**config.mk**
```make
export PLATFORM = sky130hd
export DESIGN_NAME = alu_req_arbiter_flat
export DESIGN_NICKNAME = d
export VERILOG_FILES = /design/src/rtl/alu_req_arbiter_if.sv /design/src/rtl/alu_req_arbiter.sv /design/src/flat_wrapper.sv
export SDC_FILE = /design/constraint.sdc
export NUM_CORES = 1
export LEC_CHECK = 0
export ABC_AREA = 1
export BUFFER_PORTS_ARGS = -buffer_cell sky130_fd_sc_hd__buf_2
export CAP_MARGIN = 20
export CORE_MARGIN = 1
export CORE_UTILIZATION = 30
export CTS_BUF_LIST = sky130_fd_sc_hd__clkbuf_16
export CTS_CLUSTER_SIZE = 30
export DETAILED_ROUTE_END_ITERATION = 6
export SETUP_SLACK_MARGIN = 0.4
export SYNTH_ARGS = -nofsm -noshare
export SYNTH_HDL_FRONTEND = slang
export SYNTH_SLANG_ARGS = --single-unit
```
**constraint.sdc**
```tcl
create_clock -name clk -period 2 [get_ports clk]
set_input_delay 0.4 -clock clk [delete_from_list [all_inputs] [get_ports clk]]
set_output_delay 0.4 -clock clk [all_outputs]
set_load 0.1 [all_outputs]
```
**src/rtl/alu_req_arbiter_if.sv**
```systemverilog
// alu_req_arbiter_if
// Groups the request, ALU and response channels of the ALU request arbiter.
//   req0_* / req1_* : per-requester valid/ready with operands a, b and opcode op
//   alu_*           : operands and opcode driven to the shared registered ALU, result back
//   rsp_*           : valid/ready response carrying requester id, data and divide-by-zero flag
// The slave modport is the arbiter's view; the master modport is the view of the
// surrounding environment (requesters, ALU and response consumer).
interface alu_req_arbiter_if;
  logic       req0_valid;
  logic       req0_ready;
  logic [3:0] req0_a;
  logic [3:0] req0_b;
  logic [2:0] req0_op;

  logic       req1_valid;
  logic       req1_ready;
  logic [3:0] req1_a;
  logic [3:0] req1_b;
  logic [2:0] req1_op;

  logic [3:0] alu_a;
  logic [3:0] alu_b;
  logic [2:0] alu_op;
  logic [7:0] alu_result;

  logic       rsp_valid;
  logic       rsp_ready;
  logic       rsp_id;
  logic [7:0] rsp_data;
  logic       rsp_dz;

  modport slave (
    input  req0_valid, req0_a, req0_b, req0_op,
    output req0_ready,
    input  req1_valid, req1_a, req1_b, req1_op,
    output req1_ready,
    output alu_a, alu_b, alu_op,
    input  alu_result,
    output rsp_valid, rsp_id, rsp_data, rsp_dz,
    input  rsp_ready
  );

  modport master (
    output req0_valid, req0_a, req0_b, req0_op,
    input  req0_ready,
    output req1_valid, req1_a, req1_b, req1_op,
    input  req1_ready,
    input  alu_a, alu_b, alu_op,
    output alu_result,
    input  rsp_valid, rsp_id, rsp_data, rsp_dz,
    output rsp_ready
  );
endinterface

```
**src/rtl/alu_req_arbiter.sv**
```systemverilog
// alu_req_arbiter
// Shares one registered ALU between two requesters. A round-robin grant in IDLE
// latches the winner's operands onto the ALU inputs, the arbiter waits ALU_LAT
// cycles for the result, then returns it (tagged with the requester id, with
// illegal divides forced to 8'hFF and flagged) over a valid/ready response.
// Ports:
//   clk  : clock, all logic on posedge
//   rst  : synchronous active-high reset
//   bus  : alu_req_arbiter_if.slave (request, ALU and response channels)
//   busy : high whenever the arbiter is not in IDLE
module alu_req_arbiter #(
  parameter int ALU_LAT = 1
) (
  input  logic                  clk,
  input  logic                  rst,
  alu_req_arbiter_if.slave      bus,
  output logic                  busy
);

  typedef enum logic [1:0] {
    IDLE = 2'd0,
    EXEC = 2'd1,
    RESP = 2'd2
  } state_t;

  localparam logic [2:0] LAT_INIT = 3'(ALU_LAT);

  state_t     state;
  state_t     state_next;
  logic       last;
  logic       cur_id;
  logic [2:0] cnt;
  logic       grant0;
  logic       grant1;
  logic       dz_now;

  // State register.
  always_ff @(posedge clk) begin
    if (rst) begin
      state <= IDLE;
    end else begin
      state <= state_next;
    end
  end

  // Round-robin grant and next-state logic. On a tie the requester that did
  // not win last time is granted; a lone requester always wins.
  always_comb begin
    state_next = state;
    grant0     = 1'b0;
    grant1     = 1'b0;
    case (state)
      IDLE: begin
        grant0 = bus.req0_valid & (~bus.req1_valid | last);
        grant1 = bus.req1_valid & (~bus.req0_valid | ~last);
        if (grant0 | grant1) begin
          state_next = EXEC;
        end
      end
      EXEC: begin
        if (cnt == 3'd0) begin
          state_next = RESP;
        end
      end
      RESP: begin
        if (bus.rsp_ready) begin
          state_next = IDLE;
        end
      end
      default: state_next = IDLE;
    endcase
  end

  assign bus.req0_ready = grant0;
  assign bus.req1_ready = grant1;
  assign busy           = (state != IDLE);

  // Illegal divide detection on the operands currently held on the ALU inputs.
  assign dz_now = ((bus.alu_op == 3'b100) && (bus.alu_b == 4'd0)) ||
                  ((bus.alu_op == 3'b101) && (bus.alu_a == 4'd0));

  // Datapath: operand latch on accept, latency countdown, result capture and
  // response hold. The id is kept in cur_id until capture so rsp_id only
  // changes when a new response is presented.
  always_ff @(posedge clk) begin
    if (rst) begin
      bus.alu_a     <= 4'd0;
      bus.alu_b     <= 4'd0;
      bus.alu_op    <= 3'd0;
      bus.rsp_valid <= 1'b0;
      bus.rsp_id    <= 1'b0;
      bus.rsp_data  <= 8'd0;
      bus.rsp_dz    <= 1'b0;
      cnt           <= 3'd0;
      last          <= 1'b1;
      cur_id        <= 1'b0;
    end else begin
      case (state)
        IDLE: begin
          if (grant0) begin
            bus.alu_a  <= bus.req0_a;
            bus.alu_b  <= bus.req0_b;
            bus.alu_op <= bus.req0_op;
            cur_id     <= 1'b0;
            last       <= 1'b0;
            cnt        <= LAT_INIT;
          end else if (grant1) begin
            bus.alu_a  <= bus.req1_a;
            bus.alu_b  <= bus.req1_b;
            bus.alu_op <= bus.req1_op;
            cur_id     <= 1'b1;
            last       <= 1'b1;
            cnt        <= LAT_INIT;
          end
        end
        EXEC: begin
          if (cnt == 3'd0) begin
            bus.rsp_valid <= 1'b1;
            bus.rsp_id    <= cur_id;
            bus.rsp_dz    <= dz_now;
            bus.rsp_data  <= dz_now ? 8'hFF : bus.alu_result;
          end else begin
            cnt <= cnt - 3'd1;
          end
        end
        RESP: begin
          if (bus.rsp_ready) begin
            bus.rsp_valid <= 1'b0;
          end
        end
        default: begin
          bus.rsp_valid <= 1'b0;
        end
      endcase
    end
  end

endmodule
```
**src/flat_wrapper.sv**
```systemverilog
// flat-port wrapper written by rule: the top's interface ports become plain ports
module alu_req_arbiter_flat 
#(
  parameter int ALU_LAT = 1
)
  (clk, rst, busy, bus_req0_valid, bus_req0_a, bus_req0_b, bus_req0_op, bus_req0_ready, bus_req1_valid, bus_req1_a, bus_req1_b, bus_req1_op, bus_req1_ready, bus_alu_a, bus_alu_b, bus_alu_op, bus_alu_result, bus_rsp_valid, bus_rsp_id, bus_rsp_data, bus_rsp_dz, bus_rsp_ready);
  alu_req_arbiter_if bus_i ();
  input  logic clk;
  input  logic rst;
  output logic busy;
  input wire logic [$bits(bus_i.req0_valid)-1:0] bus_req0_valid;
  input wire logic [$bits(bus_i.req0_a)-1:0] bus_req0_a;
  input wire logic [$bits(bus_i.req0_b)-1:0] bus_req0_b;
  input wire logic [$bits(bus_i.req0_op)-1:0] bus_req0_op;
  output wire logic [$bits(bus_i.req0_ready)-1:0] bus_req0_ready;
  input wire logic [$bits(bus_i.req1_valid)-1:0] bus_req1_valid;
  input wire logic [$bits(bus_i.req1_a)-1:0] bus_req1_a;
  input wire logic [$bits(bus_i.req1_b)-1:0] bus_req1_b;
  input wire logic [$bits(bus_i.req1_op)-1:0] bus_req1_op;
  output wire logic [$bits(bus_i.req1_ready)-1:0] bus_req1_ready;
  output wire logic [$bits(bus_i.alu_a)-1:0] bus_alu_a;
  output wire logic [$bits(bus_i.alu_b)-1:0] bus_alu_b;
  output wire logic [$bits(bus_i.alu_op)-1:0] bus_alu_op;
  input wire logic [$bits(bus_i.alu_result)-1:0] bus_alu_result;
  output wire logic [$bits(bus_i.rsp_valid)-1:0] bus_rsp_valid;
  output wire logic [$bits(bus_i.rsp_id)-1:0] bus_rsp_id;
  output wire logic [$bits(bus_i.rsp_data)-1:0] bus_rsp_data;
  output wire logic [$bits(bus_i.rsp_dz)-1:0] bus_rsp_dz;
  input wire logic [$bits(bus_i.rsp_ready)-1:0] bus_rsp_ready;
  assign bus_i.req0_valid = bus_req0_valid;
  assign bus_i.req0_a = bus_req0_a;
  assign bus_i.req0_b = bus_req0_b;
  assign bus_i.req0_op = bus_req0_op;
  assign bus_req0_ready = bus_i.req0_ready;
  assign bus_i.req1_valid = bus_req1_valid;
  assign bus_i.req1_a = bus_req1_a;
  assign bus_i.req1_b = bus_req1_b;
  assign bus_i.req1_op = bus_req1_op;
  assign bus_req1_ready = bus_i.req1_ready;
  assign bus_alu_a = bus_i.alu_a;
  assign bus_alu_b = bus_i.alu_b;
  assign bus_alu_op = bus_i.alu_op;
  assign bus_i.alu_result = bus_alu_result;
  assign bus_rsp_valid = bus_i.rsp_valid;
  assign bus_rsp_id = bus_i.rsp_id;
  assign bus_rsp_data = bus_i.rsp_data;
  assign bus_rsp_dz = bus_i.rsp_dz;
  assign bus_i.rsp_ready = bus_rsp_ready;
  alu_req_arbiter #(.ALU_LAT(ALU_LAT)) u_core (.clk(clk), .rst(rst), .bus(bus_i), .busy(busy));
endmodule
```
# Yosys cells after proc, flatten, opt, wreduce, memory -nomap -nowiden
# Index checks and enable logic that the tools add are counted.
[word_totals]
reg_bits = 29
inputBits = 35
word_cells = 67
[classes]
addsub = 1
n_eq_ne = 9
muxes = 22
bitwise_logic = 9
reduce_logical = 15
[ops]
columns = ["operator", "count"]
rows = [
  ["$mux 4", 4],
  ["$mux 3", 5],
  ["$reduce_and 3->1", 3],
  ["$logic_not 4->1", 2],
  ["$mux 8", 1],
  ["$eq 3x3->1 const B", 2],
  ["$mux 1", 6],
  ["$mux 2", 3],
  ["$pmux 2 s3", 1],
  ["$pmux 3 s2", 1],
  ["$reduce_bool 2->1", 3],
  ["$ne 2x1->1 const B", 2],
  ["$ne 2x2->1 const B", 2],
  ["$not 1->1", 4],
  ["$reduce_and 2->1", 2],
  ["$logic_not 3->1", 1],
  ["$ne 3x3->1 const B", 1],
  ["$or 1x1->1", 3],
  ["$pmux 1 s3", 1],
  ["$sub 3x1->3 const B", 1],
  ["$and 1x1->1", 2],
  ["$eq 2x1->1 const B", 1],
  ["$eq 2x2->1 const B", 1],
  ["$logic_and 1x1->1", 2],
  ["other kinds (2)", 2],
]

# Depth between registers and ports, before layout
[depth]
depth_word = 7
mapped_depth = 9
ltp_nobuf = 8

# Worst setup path after synthesis
# Ideal clock, no wire load.
[synth_timing]
kind = "input port to output port"
startpoint = "input port bus_req1_valid"
endpoint = "output port bus_req0_ready"
arrival_ps = 1443
setup_slack_ps = 157
cell_stages = 6
path_buffers = 1
path_cell_list = "inv_1 > nand2_1 > nand2_2 > nand2_4 > buf_6 > inv_1"
[synth_between]
elab_chain_cells = 4
[synth_rtl]
columns = ["item", "line_no", "source"]
rows = [
  ["start, declared", "flat_wrapper.sv:16", "input wire logic [$bits(bus_i.req1_valid)-1:0] bus_req1_valid;"],
  ["$not 1->1", "alu_req_arbiter.sv:54", "grant0 = bus.req0_valid & (~bus.req1_valid | last);"],
  ["$or 1x1->1", "alu_req_arbiter.sv:54", ""],
  ["$and 1x1->1", "alu_req_arbiter.sv:54", ""],
  ["$mux 1", "alu_req_arbiter.sv:52", "case (state)"],
  ["end, declared", "flat_wrapper.sv:15", "output wire logic [$bits(bus_i.req0_ready)-1:0] bus_req0_ready;"],
]
# Every way passes these cells.

# Worst setup path after layout
[layout_timing]
startpoint = "register u_core.state[1]"
endpoint = "output port bus_req0_ready"
[layout_between]
elab_chain_cells = 2
[layout_rtl]
columns = ["item", "line_no", "source"]
rows = [
  ["start, declared", "alu_req_arbiter.sv:28", "state_t state;"],
  ["start signal, assigned", "alu_req_arbiter.sv:42", "state <= state_next;"],
  ["$logic_not 2->1", "alu_req_arbiter.sv:52", ""],
  ["$mux 1", "alu_req_arbiter.sv:52", ""],
]
# Every way passes these cells.

==> impl_metrics.toml <==
[sta]
final_max_slew_viol_count = 0
fin_tns_setup_ns = 0
min_period_over_period_pct = 80.23
finalHoldViolCount = 0
worst_slew_pin_slew_ns = 0.4938
fin_ws_ns = 0.3954
fin_skew_ns = 0.005963
finalSetupViolations = 0
rsz0062_at_grt = "true"
slew_headroom_pct = 67.31
fin_crit_ns = 1.605
fmaxAchievable_ghz = 0.6232

[cts]
cts-root-buf = "clkbuf_16"
cts_buffers = 5
clkSlewWorstSetupHoldPaths_ns = 0.05
clk_latency_ns = 0.27
clock-sinks = 29
htreeDepth = 2
clock_path_buffers = 2
cts_tree = "yes"

[floorplan]
rows = 25
die_height_um = 72.95
core-area_um2 = 4786
io_pins = 60
initial_core_util_pct = 31.56
die-area_um2 = 5322
die_w_um = 72.95

[worst_setup_path]
critPathSlowestCell = "dfxtp_2"
cp_max_fo = 4
crit_type = "register to output port"
arrival_ns = 1.20
worstPathRequired_ns = 1.60
worst_setup_path_start_kind = "register"
critPathCaptureType = "output port"
cp_slowest_stage_delay_ns = 0.34
crit_chain = "nor2_4 -> nand2_8 -> clkinvlp_4 -> buf_12"

[synth]
synth_cell_types = 24
yosysSeqAreaShare_pct = 38.44
ys_seq_elements = 29
syn-num-nets = 261
netlist_area_um2 = 1510
yosysWarnings = 0
avgSynthCellArea_um2 = 6.742
synthCells = 224

[place]
hpwl_um = 2595
place.gp.congestion = 0.7367
port_buffers = 59
post-place-ws_ns = 0.3584
postPlaceCellArea_um2 = 1928

[routing]
drt_first_pass_iters = 4
wl_um = 3496
drt_iter0_markers = 40
vias = 1522
drc = 0
wl_per_cell_um = 9.684
final_antenna_net_count = 0
vias_per_cell = 4.216

[power]
p_leak_uw = 0.001178
powerDensity_nw_per_um2 = 1342
vdd_ir_drop_max_mv = 0.5214

[cells_and_area]
nNetsFinal = 330
nFillCells = 501
antenna_cells = 0
final_cell_area_um2 = 2156
layout_commonest_cell = "buf_2"
drive_gt1_share_pct = 37.41
final_cell_mix = "56 x buf_2, 47 x nor2_1, 41 x nand2_1, 39 x inv_1, 28 x nand3_1"
syn2layout_area_growth_pct = 42.75

[grt]
grtUsageTotal_pct = 14.56
antenna_found_initial = 0
grt_max_degree = 18
grt_pass1_wl_um = 5851
grt_pass1_vias = 1358
grt_overflow = 0

[outcome]
status = "finished clean"

[worst_hold_path]
hp-class = "primary input to register"

[run]
maxCapViolCount = 0
==> routing by layer <==
metal,vias up,wire length (um),global-route usage [%]
met5,-,0,0
met4,0,63,7.843
met3,6,172,3.591
met2,37,1656,23.88
met1,663,1604,17.53
li1,816,-,-
==> cells by family after synthesis <==
family / count (synthesis) / share of synthesized area, %
buffers and inverters: 49 / 13.92
XOR/XNOR: 1 / 0.5801
AND/OR/NAND/NOR: 125 / 36.79
flip-flops: 29 / 38.44
AO/OA/AOI/OAI: 18 / 8.617
adder cells (fa/ha/maj): 2 / 1.657
==> report_power, final <==
group	switching, uW	internal, uW	total (uW)
registers	65.9	690	756
clock network	246	577	822
logic	1010	305	1310
==> area by class of cell <==
type	count	area [um^2]	share of cell area [%]
Sequential cell	29	596.8	27.68
Clock inverter	3	37.54	1.741
Multi-Input combinational cell	146	744.5	34.53
Tap cell	67	83.83	3.889
Timing Repair Buffer	68	399.1	18.51
Clock buffer	5	125.1	5.804
Inverter	43	168.9	7.835
==> flip-flops by register name (all words and copies together), names as in the netlist <==
| name | flops |
|---|---|
| u_core.bus.rsp_data | 8 |
| u_core.last | 1 |
| u_core.bus.rsp_valid | 1 |
| u_core.bus.rsp_id | 1 |
| u_core.cur_id | 1 |
| u_core.bus.rsp_dz | 1 |
| u_core.cnt | 3 |
| u_core.state | 2 |
| u_core.bus.alu_op | 3 |
| u_core.bus.alu_a | 4 |
| u_core.bus.alu_b | 4 |
==> worst max-delay path, delay by kind of cell (launching register included) <==
| family | cells | cell delay (ns) |
|---|---|---|
| simple gates | 2 | 0.33 |
| buf+inv | 2 | 0.27 |
| flops | 1 | 0.34 |
==> per-stage QoR <==
stage	total power (uW)	cells	hold WS [ns]	util, %
6_report	2893	361	0.3876	45.05
5_1_grt	3046	361	0.3892	45.05
4_1_cts	2918	360	0.3844	44.71
3_5_place_dp	2042	349	0.4562	40.29
3_3_place_gp	2031	349	0.4490	40.29
2_1_floorplan	1818	224	0.4314	-
==> timing repair <==
action,4_1_cts,5_1_grt
setup endpoints to repair,3,3
buffers inserted,3,1
gates resized for setup,7,3
hold buffers,0,0
pin swaps,3,2
==> synth_stat cells, drive strengths merged <==
cell / number / area (um^2)
o21ai: 11 / 85.08
xor2: 1 / 8.760
nor3: 1 / 10.01
a211oi: 1 / 7.510
a21oi: 6 / 37.54
clkinv: 2 / 7.510
nand2: 45 / 181.4
ha: 2 / 25.02
clkbuf: 1 / 3.750
nand3: 29 / 150.1
inv: 41 / 153.9
dfxtp: 29 / 580.6
buf: 5 / 45.04
nor2: 50 / 214.0
==> final timing paths <==
path / slack (ns) / end / cells past startpoint / startpoint
setup / recovery: 0.40 / bus_req0_ready / 4 / u_core.state[1]
hold reg to reg: 0.46 / u_core.bus.rsp_id / 2 / u_core.cur_id
setup reg to reg: 0.55 / u_core.bus.alu_op[1] / 7 / u_core.state[1]
hold / removal: 0.39 / u_core.bus.alu_b[2] / 3 / bus_req0_b[2]
Power figures use the tool's default switching activity.
